`config.mk`:
```
export PLATFORM = sky130hd
export DESIGN_NAME = mux4_1_rr
export DESIGN_NICKNAME = d
export VERILOG_FILES = /design/src/rtl/mux_demux_pkg.sv /design/src/rtl/rr_arbiter4.sv /design/src/rtl/mux4_1_rr.sv
export SDC_FILE = /design/constraint.sdc
export NUM_CORES = 1
export LEC_CHECK = 0
export CORE_MARGIN = 4
export CORE_UTILIZATION = 52
export DETAILED_ROUTE_END_ITERATION = 6
export PLACE_DENSITY = 0.83
export SLEW_MARGIN = 10
export SYNTH_ARGS = -nofsm -noshare
export SYNTH_HDL_FRONTEND = slang
export SYNTH_HIERARCHICAL = 1
export SYNTH_SLANG_ARGS = --single-unit
```
`constraint.sdc`:
```
create_clock -name clk -period 5.6 [get_ports clk]
set_input_delay 0.84 -clock clk [delete_from_list [all_inputs] [get_ports clk]]
set_output_delay 0.84 -clock clk [all_outputs]
set_load 0.005 [all_outputs]
```
`src/rtl/mux_demux_pkg.sv`:
```
// Shared definitions for the 4:1 round-robin mux and its 1:4 demux counterpart.
// Channel count, tag width and the tag type live here so both sides agree.
package mux_demux_pkg;

  localparam int NCH   = 4;
  localparam int SEL_W = 2;

  typedef logic [SEL_W-1:0] sel_t;

  // Channel visited 'step' positions after 'base' in the circular search order.
  function automatic sel_t rr_offset(input sel_t base, input int step);
    rr_offset = base + sel_t'(step);
  endfunction

endpackage

```
`src/rtl/rr_arbiter4.sv`:
```
// Combinational 4-way round-robin arbiter.
// The search starts one past 'last' and wraps, so 'last' itself has the lowest priority.
module rr_arbiter4
  import mux_demux_pkg::*;
(
  input  logic [NCH-1:0] req,
  input  sel_t           last,
  output logic [NCH-1:0] grant,
  output sel_t           gnt_idx,
  output logic           any
);

  sel_t cand;

  always_comb begin
    grant   = '0;
    gnt_idx = last;
    any     = 1'b0;
    cand    = last;
    for (int i = 1; i <= NCH; i++) begin
      cand = rr_offset(last, i);
      if (!any && req[cand]) begin
        grant[cand] = 1'b1;
        gnt_idx     = cand;
        any         = 1'b1;
      end
    end
  end

endmodule

```
`src/rtl/mux4_1_rr.sv`:
```
// Four-input round-robin stream merge with a one-entry registered output.
// Each output word is tagged with its source channel on 'sel'.
module mux4_1_rr
  import mux_demux_pkg::*;
#(
  parameter int WIDTH = 1
) (
  input  logic             clk,
  input  logic             rst_n,
  input  logic [WIDTH-1:0] D0,
  input  logic [WIDTH-1:0] D1,
  input  logic [WIDTH-1:0] D2,
  input  logic [WIDTH-1:0] D3,
  input  logic             V0,
  input  logic             V1,
  input  logic             V2,
  input  logic             V3,
  output logic             R0,
  output logic             R1,
  output logic             R2,
  output logic             R3,
  output logic [WIDTH-1:0] Y,
  output logic [1:0]       sel,
  output logic             y_valid,
  input  logic             y_ready
);

  logic [WIDTH-1:0] y_p1;
  sel_t             sel_p1;
  logic             vld_p1;
  sel_t             last;

  logic [NCH-1:0]   req;
  logic [NCH-1:0]   grant;
  sel_t             gnt_idx;
  logic             any;
  logic             load;
  logic [NCH-1:0]   rdy;
  logic [WIDTH-1:0] d_pick;

  // ---- stage 0: arbitration and input selection (combinational) ----
  assign req = {V3, V2, V1, V0};

  rr_arbiter4 u_arb (
    .req     (req),
    .last    (last),
    .grant   (grant),
    .gnt_idx (gnt_idx),
    .any     (any)
  );

  assign load = !vld_p1 || y_ready;
  // Ready depends only on valids, y_ready and state, never on the data.
  assign rdy  = (rst_n && load) ? grant : '0;

  assign R0 = rdy[0];
  assign R1 = rdy[1];
  assign R2 = rdy[2];
  assign R3 = rdy[3];

  always_comb begin
    d_pick = D0;
    case (gnt_idx)
      2'd0:    d_pick = D0;
      2'd1:    d_pick = D1;
      2'd2:    d_pick = D2;
      default: d_pick = D3;
    endcase
  end

  // ---- stage 1: output register and round-robin pointer ----
  always_ff @(posedge clk or negedge rst_n) begin
    if (!rst_n) begin
      y_p1   <= '0;
      sel_p1 <= '0;
      vld_p1 <= 1'b0;
      last   <= 2'b11;
    end else if (load) begin
      if (any) begin
        y_p1   <= d_pick;
        sel_p1 <= gnt_idx;
        vld_p1 <= 1'b1;
        last   <= gnt_idx;
      end else begin
        vld_p1 <= 1'b0;
      end
    end
  end

  assign Y       = y_p1;
  assign sel     = sel_p1;
  assign y_valid = vld_p1;

  a_one_ready : assert property (@(posedge clk) disable iff (!rst_n) $onehot0(rdy));

endmodule
```
Word level (Yosys, flattened, before mapping)
Index checks and enable logic that the tools add are counted.

Register bits: 6. Input port bits: 11. Output and inout bits: 8. Word-level logic and storage cells: 66.

$add $sub $neg: 3. Order comparisons: 8. Eq/ne operators: 2. Multiplexer cells: 31. Bitwise gates (word level): 3. Reductions and logical operators: 15.

Operators with widths (number): $mux W4 (5); $mux W1 (13); $lt A2 B3 Y1 const B (4); $or A4 B4 Y4 (3); $bmux W1 S2 (4); $demux W1 S2 (4); $ge A2 B1 Y1 const B (4); $logic_and A1 B1 Y1 (8); $mux W2 (4); $add A2 B2 Y2 const B (2); $logic_not A1 Y1 (4); $pmux W1 S3 (1); $add A2 B1 Y2 const B (1); $eq A2 B1 Y1 const B (1); $eq A2 B2 Y1 const B (1); $logic_not A2 Y1 (1); $reduce_and A2 Y1 (1); $logic_or A1 B1 Y1 (1).

Depth between registers and ports, before layout
Gate-level depths: netlist (run 1).

Word-level depth: 15. Gate-level depth with buffers: 11. Depth with buffers taken out: 8.

Modules after synthesis
The synthesis (run 1) kept the hierarchy.

By module, submodules not included: rr_arbiter4 (instances 1, cells an instance 71, area each 511.7 um^2, seq. area each 0.0 um^2); mux4_1_rr (instances 1, cells an instance 20, area each 271.5 um^2, seq. area each 152.6 um^2).

Least setup slack after synthesis (run 1)
No wires, ideal clock.

Path type: register -> output. From: register last[0]. To: output R0. Arrival time: 2.451 ns. Required time: 4.760 ns. Slack: 2.309 ns. Cell stages (with the launch flop): 11. Path buffers: 3. Cell sequence: dfstp_2 > buf_6 > buf_2 > inv_1 > ha_1 > clkbuf_1 > mux4_2 > nand2_1 > o21ai_0 > a221o_2 > and3_1.

Word-level cells in the longest chain between the ends: 14.

Ends and longest elaborated chain: start: declaration (line mux4_1_rr.sv:31) `sel_t last;`; start signal: assignment (line mux4_1_rr.sv:83) `last <= gnt_idx;`; branches (longest 12 deep; another with $lt A2 B3 Y1); $mux W4 (*) (line rr_arbiter4.sv:22) `if (!any && req[cand]) begin`; via grant[0] (line mux4_1_rr.sv:34) `logic [NCH-1:0] grant;`; $mux W4 (*) (line mux4_1_rr.sv:54) `assign rdy = (rst_n && load) ? grant : '0;`; end: declaration (line mux4_1_rr.sv:18) `output logic R0,`.

Mark *: on every way through the listed nets, which the timed path passes. The select of a mux whose other input is x is not followed.

Worst setup path after layout (run 1)
From: input V0. To: output R1.

Word-level cells in the longest chain between the ends: 13.

Ends and longest elaborated chain: start: declaration (line mux4_1_rr.sv:14) `input logic V0,`; $bmux W1 S2 (line rr_arbiter4.sv:22); $mux W1 (not written as such) (line rr_arbiter4.sv:22); $mux W1 (line rr_arbiter4.sv:22); $logic_not A1 Y1 (line rr_arbiter4.sv:22); $logic_and A1 B1 Y1 (line rr_arbiter4.sv:22); $mux W1 (line rr_arbiter4.sv:22); $logic_not A1 Y1 (line rr_arbiter4.sv:22); $logic_and A1 B1 Y1 (line rr_arbiter4.sv:22); $mux W1 (line rr_arbiter4.sv:22); $logic_not A1 Y1 (line rr_arbiter4.sv:22); $logic_and A1 B1 Y1 (line rr_arbiter4.sv:22); $mux W4 (*) (line rr_arbiter4.sv:22); via grant[1] (line mux4_1_rr.sv:34); $mux W4 (*) (line mux4_1_rr.sv:54); end: declaration (line mux4_1_rr.sv:19) `output logic R1,`.

The timed path passes the listed nets; every way through them passes the cells marked *. The select of a mux whose other input is x is not followed.

==> results of run 1 <==
[critical path, delay by kind of cell]
kind / cells / cell delay [ns]
buf+inv: 2 / 1.15
compound gates: 4 / 0.74
simple gates: 2 / 0.53
[synth_stat cells (all sizes together) (2+ instances only)]
| cell type | n |
|---|---|
| nand2 | 12 |
| o21ai | 9 |
| ha | 8 |
| buf | 7 |
| and3 | 5 |
| a221o | 4 |
| dfrtp | 4 |
| inv | 4 |
| nand2b | 4 |
| nor2 | 4 |
| mux2 | 3 |
| mux2i | 3 |
| a211oi | 2 |
| a21o | 2 |
| dfstp | 2 |
| mux4 | 2 |
| nor4 | 2 |
[through the flow]
step           power [mW]  utilization (%)
6_report            0.482             69.9
5_1_grt             0.521             69.9
4_1_cts             0.477             69.9
3_5_place_dp        0.435             68.2
3_3_place_gp        0.422             68.2
2_1_floorplan       0.348                -
[placed cells by master (no fill, tap or decap)]
master           netlist  routed
and3_1                 5       5
nand2b_1               4       4
clkdlybuf4s50_1        0      18
a21oi_1                1       1
mux2_1                 2       2
mux2_2                 1       1
nor3_1                 1       1
a211oi_1               2       2
nand4_1                1       1
a32oi_1                1       1
nand2_1               12      12
a41oi_1                1       1
o21ai_2                1       1
nor3b_1                1       1
nor4_1                 2       2
o32ai_1                1       1
mux2i_1                2       2
inv_1                  4       4
mux4_2                 2       2
a2bb2oi_1              1       1
o211a_1                1       1
ha_1                   8       8
nor2_1                 4       4
dfstp_2                2       2
a21o_1                 2       2
a221o_2                4       4
or3b_1                 1       1
mux2i_2                1       1
a311oi_1               1       1
dfrtp_1                4       4
o22ai_1                1       1
clkbuf_4               0       3
o21ai_0                8       8
nand3b_1               1       1
[sequential cells by signal, summed over array words and instances (netlist names)]
name     count
Y            1
last         2
y_valid      1
sel          2
[power groups by stage]
stage | registers [mW] | clock network, mW | logic [mW]
5_1_grt | 0.121 | 0.0436 | 0.356
2_1_floorplan | 0.0856 | 0 | 0.263
6_report | 0.115 | 0.0406 | 0.326
3_5_place_dp | 0.115 | 0 | 0.319
4_1_cts | 0.115 | 0.0419 | 0.321
3_3_place_gp | 0.112 | 0 | 0.310
[metal layers]
layer | vias up | routed length (µm) | track usage, %
met5 | - | 0 | 0
met4 | 0 | 20 | 4.97
met3 | 4 | 157 | 5.36
met2 | 45 | 904 | 28.7
met1 | 361 | 781 | 22.7
li1 | 370 | - | -
[worst max path at each step]
stage	start	endpoint	depth (start not counted)
CTS	V0	R1	8
global placement	V0	R2	8
floorplan	last[0]	R0	10
finish	V0	R1	8
global route	V3	R2	7
detailed placement	V0	R1	8
[area by class of cell]
cell class                 count  share of cell area (%)
sequential                     6                    16.0
tap                           15                    1.97
inverter                       4                    1.57
clock buffer                   3                    2.36
timing repair buffer          18                    18.9
multi-input combinational     73                    59.2
[kinds of logic (layout without fill, tap and decap cells)]
kind of cell / Yosys count / in the layout / share of synthesized area [%]
muxes: 8 / 8 / 14.4
and+or+nand+nor: 32 / 32 / 20.9
DFF: 6 / 6 / 19.5
AOI/OAI and AO/OA: 25 / 25 / 24.1
buffers and inverters: 12 / 25 / 8.31
adders and majority gates: 8 / 8 / 12.8
==> impl_metrics.csv, run 1 <==
group,metric,value,unit
clock_network,hold_buffers,0,
critical_path,crit_fanout,10,
sta,slew_viol_final,0,
logic_synthesis,synth_area_leaders,"dfrtp_1 (13%), ha_1 (13%), dfstp_2 (6.7%)",
floorplan,rows,13,
critical_path,critPathLaunchType,"input port",
global_route,antenna_found_initial,0,
floorplan,start_util,57.3,%
placement,dp_hpwl,1.40,mm
clock_network,cts_resized,0,
critical_path,crit_path_frequent_cell,"clkdlybuf4s50_1",
global_route,grt_pass1_vias,665,
sta,finalHoldViolations,0,
clock_network,cts_tree,"built",
finish,final_nets,125,
drt,routed_wl,1.86,mm
worst_hold_path,hp-start,"sel[0]",
critical_path,crit_chain,"clkdlybuf4s50_1, or3b_1, a211oi_1, a41oi_1, o21ai_2, a221o_2, and3_1, clkdlybuf4s50_1",
clock_network,clk_path_buf_depth,2,
floorplan,coreArea,0.00137,mm²
logic_synthesis,ys_ff_latch,6,
sta,rsz0062_at_grt,"no",
clock_network,clockRootBuffer,"clkbuf_4",
finish,area_growth,21.9,%
floorplan,io_pins,19,
finish,design_area,955,µm²
clock_network,cts_buffers,3,
logic_synthesis,yosysWarnings,6,
critical_path,cp-end-kind,"output port",
logic_synthesis,yosys_most_used_dff,"dfrtp_1",
pwr,p_seq_share,23.9,%
sta,relSlewSlack,62.9,%
placement,dp_cells,116,
worst_hold_path,worstHoldPathType,"flop to flop",
global_route,grt_start_max_net_pins,22,
sta,setup_ws,1.50,ns
critical_path,reg2regPathDepth,8,
critical_path,required,4.76,ns
placement,pre_cts_slack,1.49,ns
flow_run,max_cap_violations,0,
finish,num_antenna_cells,0,
logic_synthesis,syn_area_per_cell,8.61,µm²
finish,register_area,153,µm²
clock_network,clkTransAtPathRegs,0.04,ns
placement,io_buffers,18,
finish,multi_input_area,566,µm²
floorplan,die-height,46.8,µm
drt,avgRoutedWirePerCell,15.7,µm
run_status,outcome,"finished, final reports clean",
sta,period_share,73.3,%
sta,fin_crit,4.10,ns
sta,fin_setup_tns,0,ns
pwr,power_density,505,mW/mm²
clock_network,clock_latency,0.25,ns
critical_path,r2r-start,"last[0]",
drt,drc,0,
clock_network,cts_setup_buffers,0,
floorplan,die_area,0.00219,mm²
pwr,switching_share,45.9,%
worst_hold_path,hold_depth,1,
placement,placed_cell_area,932,µm²
drt,vias,780,
clock_network,htreeDepth,1,
critical_path,rrSetupSlack,2.34,ns
logic_synthesis,async_flop_share,100,%
placement,gp_congestion,0.938,
logic_synthesis,seq_area_frac_synth,19.5,%
sta,fmax,244,MHz
logic_synthesis,netlist_instances,91,
drt,viasPerCell,6.55,
critical_path,path_class,"input port to output port",
logic_synthesis,synth.distinct_cells,36,
critical_path,critPathArrivalTime,3.26,ns
sta,worstMarginPinSlew,0.554,ns
sta,whs,0.486,ns
finish,drive_gt1_share,13.5,%
pwr,power.internal,0.261,mW
critical_path,cpPeakStageDelay,0.65,ns
critical_path,reg2reg_to,"Y",
floorplan,die_x,46.8,µm
clock_network,cts_sinks,6,
logic_synthesis,yosys.area.top_type_share,12.8,%
pwr,power_leakage,0.410,nW
global_route,grt_pass1_wl,2.82,mm
worst_hold_path,worstHoldEndpoint,"sel[0]",
drt,final_antenna_net_count,0,
sta,fin_skew,0.00643,ns
logic_synthesis,synth_edf_count,0,
finish,final_cells,119,
logic_synthesis,synth_nets,110,
logic_synthesis,synth_area_leader_cell,"dfrtp_1",
sta,setup_viol,0,
pwr,switching_power,0.221,mW
pwr,power_frac_comb,67.7,%
global_route,grt_overflow,0,
finish,fillers,119,
critical_path,critPathSlowestCell,"clkdlybuf4s50_1",
global_route,grt_usage,17.7,%
logic_synthesis,synthesis.area,783,µm²
pwr,clkPwrFrac,8.4,%
drt,firstDrtPassIters,4,
drt,drt_iter0_markers,34,
pwr,ir_drop,0.000327,V
Power figures use the tool's default switching activity.
==> run 2, diff against run 1 <==
- CORE_UTILIZATION: 52 -> 44
- PLACE_DENSITY: 0.83 -> 0.75
- clock period: 5.6 -> 3.3 ns (I/O delays scaled with it)
==> run 2 against run 1 <==
Compared with the run above: power is 94% higher; global-route usage down 2.9 points; sequential power increased by 19%; critical path type is now flop to output port; critical endpoint unchanged; largest cell class unchanged; highest routed layer unchanged.
==> impl_metrics.csv, run 2 (synthesis results as in run 1) <==
group,metric,value,unit
run_status,outcome,"finished, final reports clean",
critical_path,cp-end-kind,"output port",
sta,fin_skew,0.00509,ns
finish,utilization,68.1,%
pwr,clkPwrFrac,7.1,%
finish,num_antenna_cells,0,
sta,finalHoldViolations,0,
critical_path,crit_chain,"clkinvlp_4, ha_4, mux4_2, nand2_1, o21ai_0, a221o_2, and3_1, clkdlybuf4s50_1",
clock_network,hold_buffers,0,
finish,drive_gt1_share,24.1,%
sta,slew_viol_final,0,
pwr,power_frac_comb,78.2,%
clock_network,cts_sinks,6,
finish,area_growth,38.7,%
drt,vias,797,
floorplan,start_util,49.1,%
pwr,power.internal,0.544,mW
clock_network,clkTransAtPathRegs,0.04,ns
critical_path,path_class,"flop to output port",
clock_network,clk_path_buf_depth,2,
pwr,p_seq_share,14.6,%
global_route,grt_start_max_net_pins,21,
floorplan,io_pins,19,
clock_network,cts_tree,"built",
pwr,p_total,0.936,mW
sta,fin_crit,3.21,ns
worst_hold_path,worstHoldPathType,"flop to flop",
pwr,switching_share,41.9,%
critical_path,critPathLaunchType,"flop",
drt,firstDrtPassIters,4,
global_route,antenna_found_initial,0,
placement,gp_congestion,0.818,
pwr,power_leakage,0.517,nW
sta,setup_viol,0,
critical_path,crit_fanout,8,
floorplan,die_x,50.2,µm
floorplan,die_area,0.00252,mm²
global_route,grt_overflow,0,
global_route,grt_pass1_wl,2.91,mm
global_route,grt_usage,14.8,%
sta,period_share,97.2,%
clock_network,clockRootBuffer,"clkbuf_4",
clock_network,clock_latency,0.25,ns
floorplan,die-height,50.2,µm
sta,worstMarginPinSlew,0.363,ns
finish,final_cell_mix,"clkdlybuf4s50_1 (14), nand2_1 (12), buf_4 (11)",
critical_path,crit_buf_inv,2,
drt,final_antenna_net_count,0,
global_route,grt_pass1_vias,703,
finish,final_common_cell,"clkdlybuf4s50_1",
drt,drc,0,
pwr,ir_drop,0.000658,V
drt,drt_iter0_markers,15,
critical_path,critPathArrivalTime,2.71,ns
floorplan,rows,14,
flow_run,max_cap_violations,0,
sta,fmax,312,MHz
placement,dp_hpwl,1.39,mm
critical_path,cpPeakStageDelay,0.55,ns
floorplan,coreArea,0.00159,mm²
critical_path,critPathSlowestCell,"dfstp_2",
sta,relSlewSlack,75.7,%
sta,fin_setup_tns,0,ns
clock_network,cts_buffers,3,
critical_path,required,2.80,ns
pwr,power_density,862,mW/mm²
sta,rsz0062_at_grt,"no",
drt,routed_wl,1.87,mm
critical_path,cpLargestDelayFamily,"buffers and inverters",
pwr,switching_power,0.392,mW
drt,avgRoutedWirePerCell,13.3,µm
clock_network,htreeDepth,1,
finish,final_nets,137,
drt,viasPerCell,5.69,
finish,fillers,127,
placement,io_buffers,18,
-- run 2: cell types whose count changed in the layout (fill, tap and decap cells not counted) --
| cell | before | now |
|---|---|---|
| buf_4 | 0 | 11 |
| buf_6 | 0 | 1 |
| clkdlybuf4s50_1 | 18 | 14 |
| clkinvlp_4 | 0 | 1 |
| dlymetal6s2s_1 | 0 | 4 |
| ha_1 | 8 | 7 |
| ha_4 | 0 | 1 |
| inv_1 | 4 | 3 |
-- run 2: final timing paths --
check	start	endpoint	slack (ns)	depth (start not counted)
max	last[0]	R1	0.09	8
min	sel[1]	sel[1]	0.48	1
max reg2reg	last[1]	Y	0.62	8
min reg2reg	sel[1]	sel[1]	0.48	1
max in group asynchronous	rst_n	last[0]	2.46	1
min in group asynchronous	rst_n	sel[1]	0.53	1
-- run 2: power by group through the flow --
stage               combinational (mW)  sequential [mW]  clock (mW)
floorplan                        0.446            0.145           0
global placement                 0.630            0.130           0
detailed placement               0.642            0.132           0
CTS                              0.648            0.131      0.0699
global route                     0.802            0.143      0.0770
finish                           0.733            0.137      0.0668
-- run 2: per-stage QoR --
step                cell area [µm²]  hold slack, ns  setup WS, ns  std cells
finish                         1090           0.483        0.0937        140
CTS                            1020           0.488        0.0136        135
detailed placement              996           0.478        0.0304        132
global route                   1090           0.525       0.00176        140
global placement                996           0.465        0.0624        132
floorplan                       783           0.199         0.314         91
-- run 2: worst reg2reg max path: cells and delay by family (launching register included) --
kind                   cells  cell delay [ns]
DFF                        1             0.52
and+or+nand+nor            2             0.32
AOI/OAI and AO/OA          2             0.40
buffers and inverters      1             0.19
muxes                      3             1.11
-- run 2: what timing repair did --
item | in CTS | in global routing
setup buffers | 0 | 5
endpoints found under the setup margin | 4 | 4
pin swaps | 0 | 4
resized for setup | 1 | 7
-- run 2: cell type report --
| class | instances | area, µm² | area share [%] |
|---|---|---|---|
| well taps | 24 | 30.0 | 2.76 |
| inverters | 4 | 18.8 | 1.73 |
| repair buffers | 30 | 284 | 26.2 |
| multi-input cells | 73 | 578 | 53.2 |
| flip-flops and latches | 6 | 153 | 14.1 |
| clock buffers | 3 | 22.5 | 2.07 |
-- run 2: layer usage --
layer / global-route usage (%) / up-vias / part of all wire, %
met5: 0 / - / 0
met4: 5.53 / 0 / 0.32
met3: 5.33 / 2 / 4.3
met2: 25.0 / 21 / 52
met1: 16.9 / 382 / 44
li1: - / 392 / -
==> run 3, diff against run 2 <==
- REMOVE_ABC_BUFFERS: unset -> 1
- SLEW_MARGIN: 10 -> 20
==> run 3 against run 2 <==
Compared with the run above: via count increased by 1.0%; die area unchanged; hold slack got worse by 0.0046 ns; register-to-register slack got worse by 0.13 ns; non-clock buffer count decreased by 1; clock-buffer cell count increased by 1; maximum frequency about the same; first-iteration DRC count increased by 6.7%; largest power group unchanged; sequential power decreased by 4%; clock power increased by 18%.
==> impl_metrics.csv, run 3 (synthesis results as in run 1) <==
group,metric,value,unit
run_status,outcome,"finished, final reports clean",
placement,gp_congestion,0.887,
critical_path,rrSetupSlack,0.49,ns
drt,vias,805,
critical_path,crit_buf_inv,2,
sta,whs,0.479,ns
flow_run,max_cap_violations,0,
floorplan,die-height,50.2,µm
global_route,grt_start_max_net_pins,21,
sta,setup_viol,0,
critical_path,crit_chain,"inv_1, ha_4, mux4_2, nand2_1, o21ai_0, a221o_2, and3_1, clkdlybuf4s50_1",
drt,routed_wl,1.96,mm
pwr,power_leakage,0.485,nW
clock_network,clkTransAtPathRegs,0.06,ns
placement,dp_hpwl,1.46,mm
worst_hold_path,hp-start,"sel[1]",
placement,io_buffers,18,
finish,final_nets,136,
critical_path,crit_fanout,7,
floorplan,rows,14,
global_route,grt_usage,16.0,%
clock_network,htreeDepth,1,
drt,firstDrtPassIters,4,
clock_network,cts_buffers,3,
critical_path,critPathSlowestCell,"dfstp_2",
critical_path,r2r-start,"last[0]",
floorplan,die_area,0.00252,mm²
worst_hold_path,hold_depth,1,
critical_path,cpPeakStageDelay,0.53,ns
critical_path,cpLargestDelayFamily,"buffers and inverters",
drt,avgRoutedWirePerCell,14.0,µm
clock_network,hold_buffers,0,
clock_network,clockRootBuffer,"clkbuf_4",
sta,fin_crit,3.21,ns
global_route,grt_pass1_vias,715,
finish,drive_gt1_share,23.3,%
drt,drc,0,
floorplan,die_x,50.2,µm
clock_network,clk_path_buf_depth,2,
sta,fin_setup_tns,0,ns
finish,num_antenna_cells,0,
clock_network,cts_tree,"built",
drt,drt_iter0_markers,16,
finish,final_cell_mix,"clkdlybuf4s50_1 (16), nand2_1 (12), buf_4 (10)",
floorplan,coreArea,0.00159,mm²
global_route,grt_pass1_wl,3.15,mm
sta,setup_ws,0.0940,ns
drt,viasPerCell,5.75,
sta,fmax,312,MHz
sta,slew_viol_final,0,
critical_path,required,2.80,ns
critical_path,reg2reg_to,"Y",
critical_path,reg2regPathDepth,9,
pwr,power_density,867,mW/mm²
finish,final_common_cell,"clkdlybuf4s50_1",
finish,area_growth,37.7,%
critical_path,cp-end-kind,"output port",
worst_hold_path,worstHoldEndpoint,"sel[1]",
clock_network,clock_latency,0.25,ns
pwr,p_total,0.935,mW
floorplan,start_util,49.1,%
sta,fin_skew,0.00823,ns
critical_path,critPathArrivalTime,2.71,ns
critical_path,critPathLaunchType,"flop",
placement,pre_cts_slack,0.0904,ns
worst_hold_path,worstHoldPathType,"flop to flop",
clock_network,cts_sinks,6,
global_route,grt_overflow,0,
global_route,antenna_found_initial,0,
sta,relSlewSlack,76.4,%
critical_path,path_class,"flop to output port",
sta,finalHoldViolations,0,
pwr,ir_drop,0.000418,V
sta,worstMarginPinSlew,0.353,ns
drt,final_antenna_net_count,0,
floorplan,io_pins,19,
sta,period_share,97.2,%
[run 3: cell types whose count changed in the layout (fill, tap and decap cells not counted), sizes merged]
cell,previous run,this run
buf,12,11
clkbuf,3,4
clkdlybuf4s50,14,16
clkinvlp,1,0
dlymetal6s2s,4,2
inv,3,4
[run 3: worst max path at each step]
stage / from / endpoint / slack, ns / cells past startpoint
CTS: last[0] / R3 / 0.07 / 8
floorplan: last[0] / Y / 0.48 / 8
global placement: V3 / R3 / 0.10 / 8
detailed placement: V3 / R3 / 0.09 / 7
global route: last[0] / R3 / -0.01 / 8
finish: last[0] / R2 / 0.09 / 8
[run 3: power breakdown]
group | switching (mW) | internal (mW)
combinational | 0.357 | 0.368
clock | 0.0326 | 0.0462
sequential | 0.0160 | 0.115
[run 3: stage by stage]
| step | util, % | std cells | area (µm²) |
|---|---|---|---|
| 6_report | 67.7 | 140 | 1080 |
| 3_3_place_gp | 63.4 | 134 | 1010 |
| 2_1_floorplan | - | 83 | 733 |
| 3_5_place_dp | 63.4 | 134 | 1010 |
| 4_1_cts | 65.9 | 138 | 1050 |
| 5_1_grt | 67.7 | 140 | 1080 |
[run 3: final cells by class]
cell class | instances | area (µm²)
Tap cell | 24 | 30.0
Timing Repair Buffer | 29 | 272
Fill cell | 139 | 515
Multi-Input combinational cell | 73 | 583
Clock buffer | 4 | 26.3
Inverter | 4 | 15.0
Sequential cell | 6 | 153
[run 3: layer usage]
| layer | up-vias | wire (µm) | share of wire [%] | global-route usage [%] |
|---|---|---|---|---|
| met5 | - | 0 | 0 | 0 |
| met2 | 25 | 967 | 49 | 26.3 |
| li1 | 393 | - | - | - |
| met3 | 2 | 83 | 4.2 | 2.07 |
| met4 | 0 | 12 | 0.61 | 7.83 |
| met1 | 385 | 899 | 46 | 20.5 |
[run 3: timing repair]
action / CTS / global route
pin swaps: 0 / 2
endpoints found under the setup margin: 4 / 4
setup buffers: 0 / 2
resized for setup: 2 / 4
hold endpoints to repair: 0 / 0
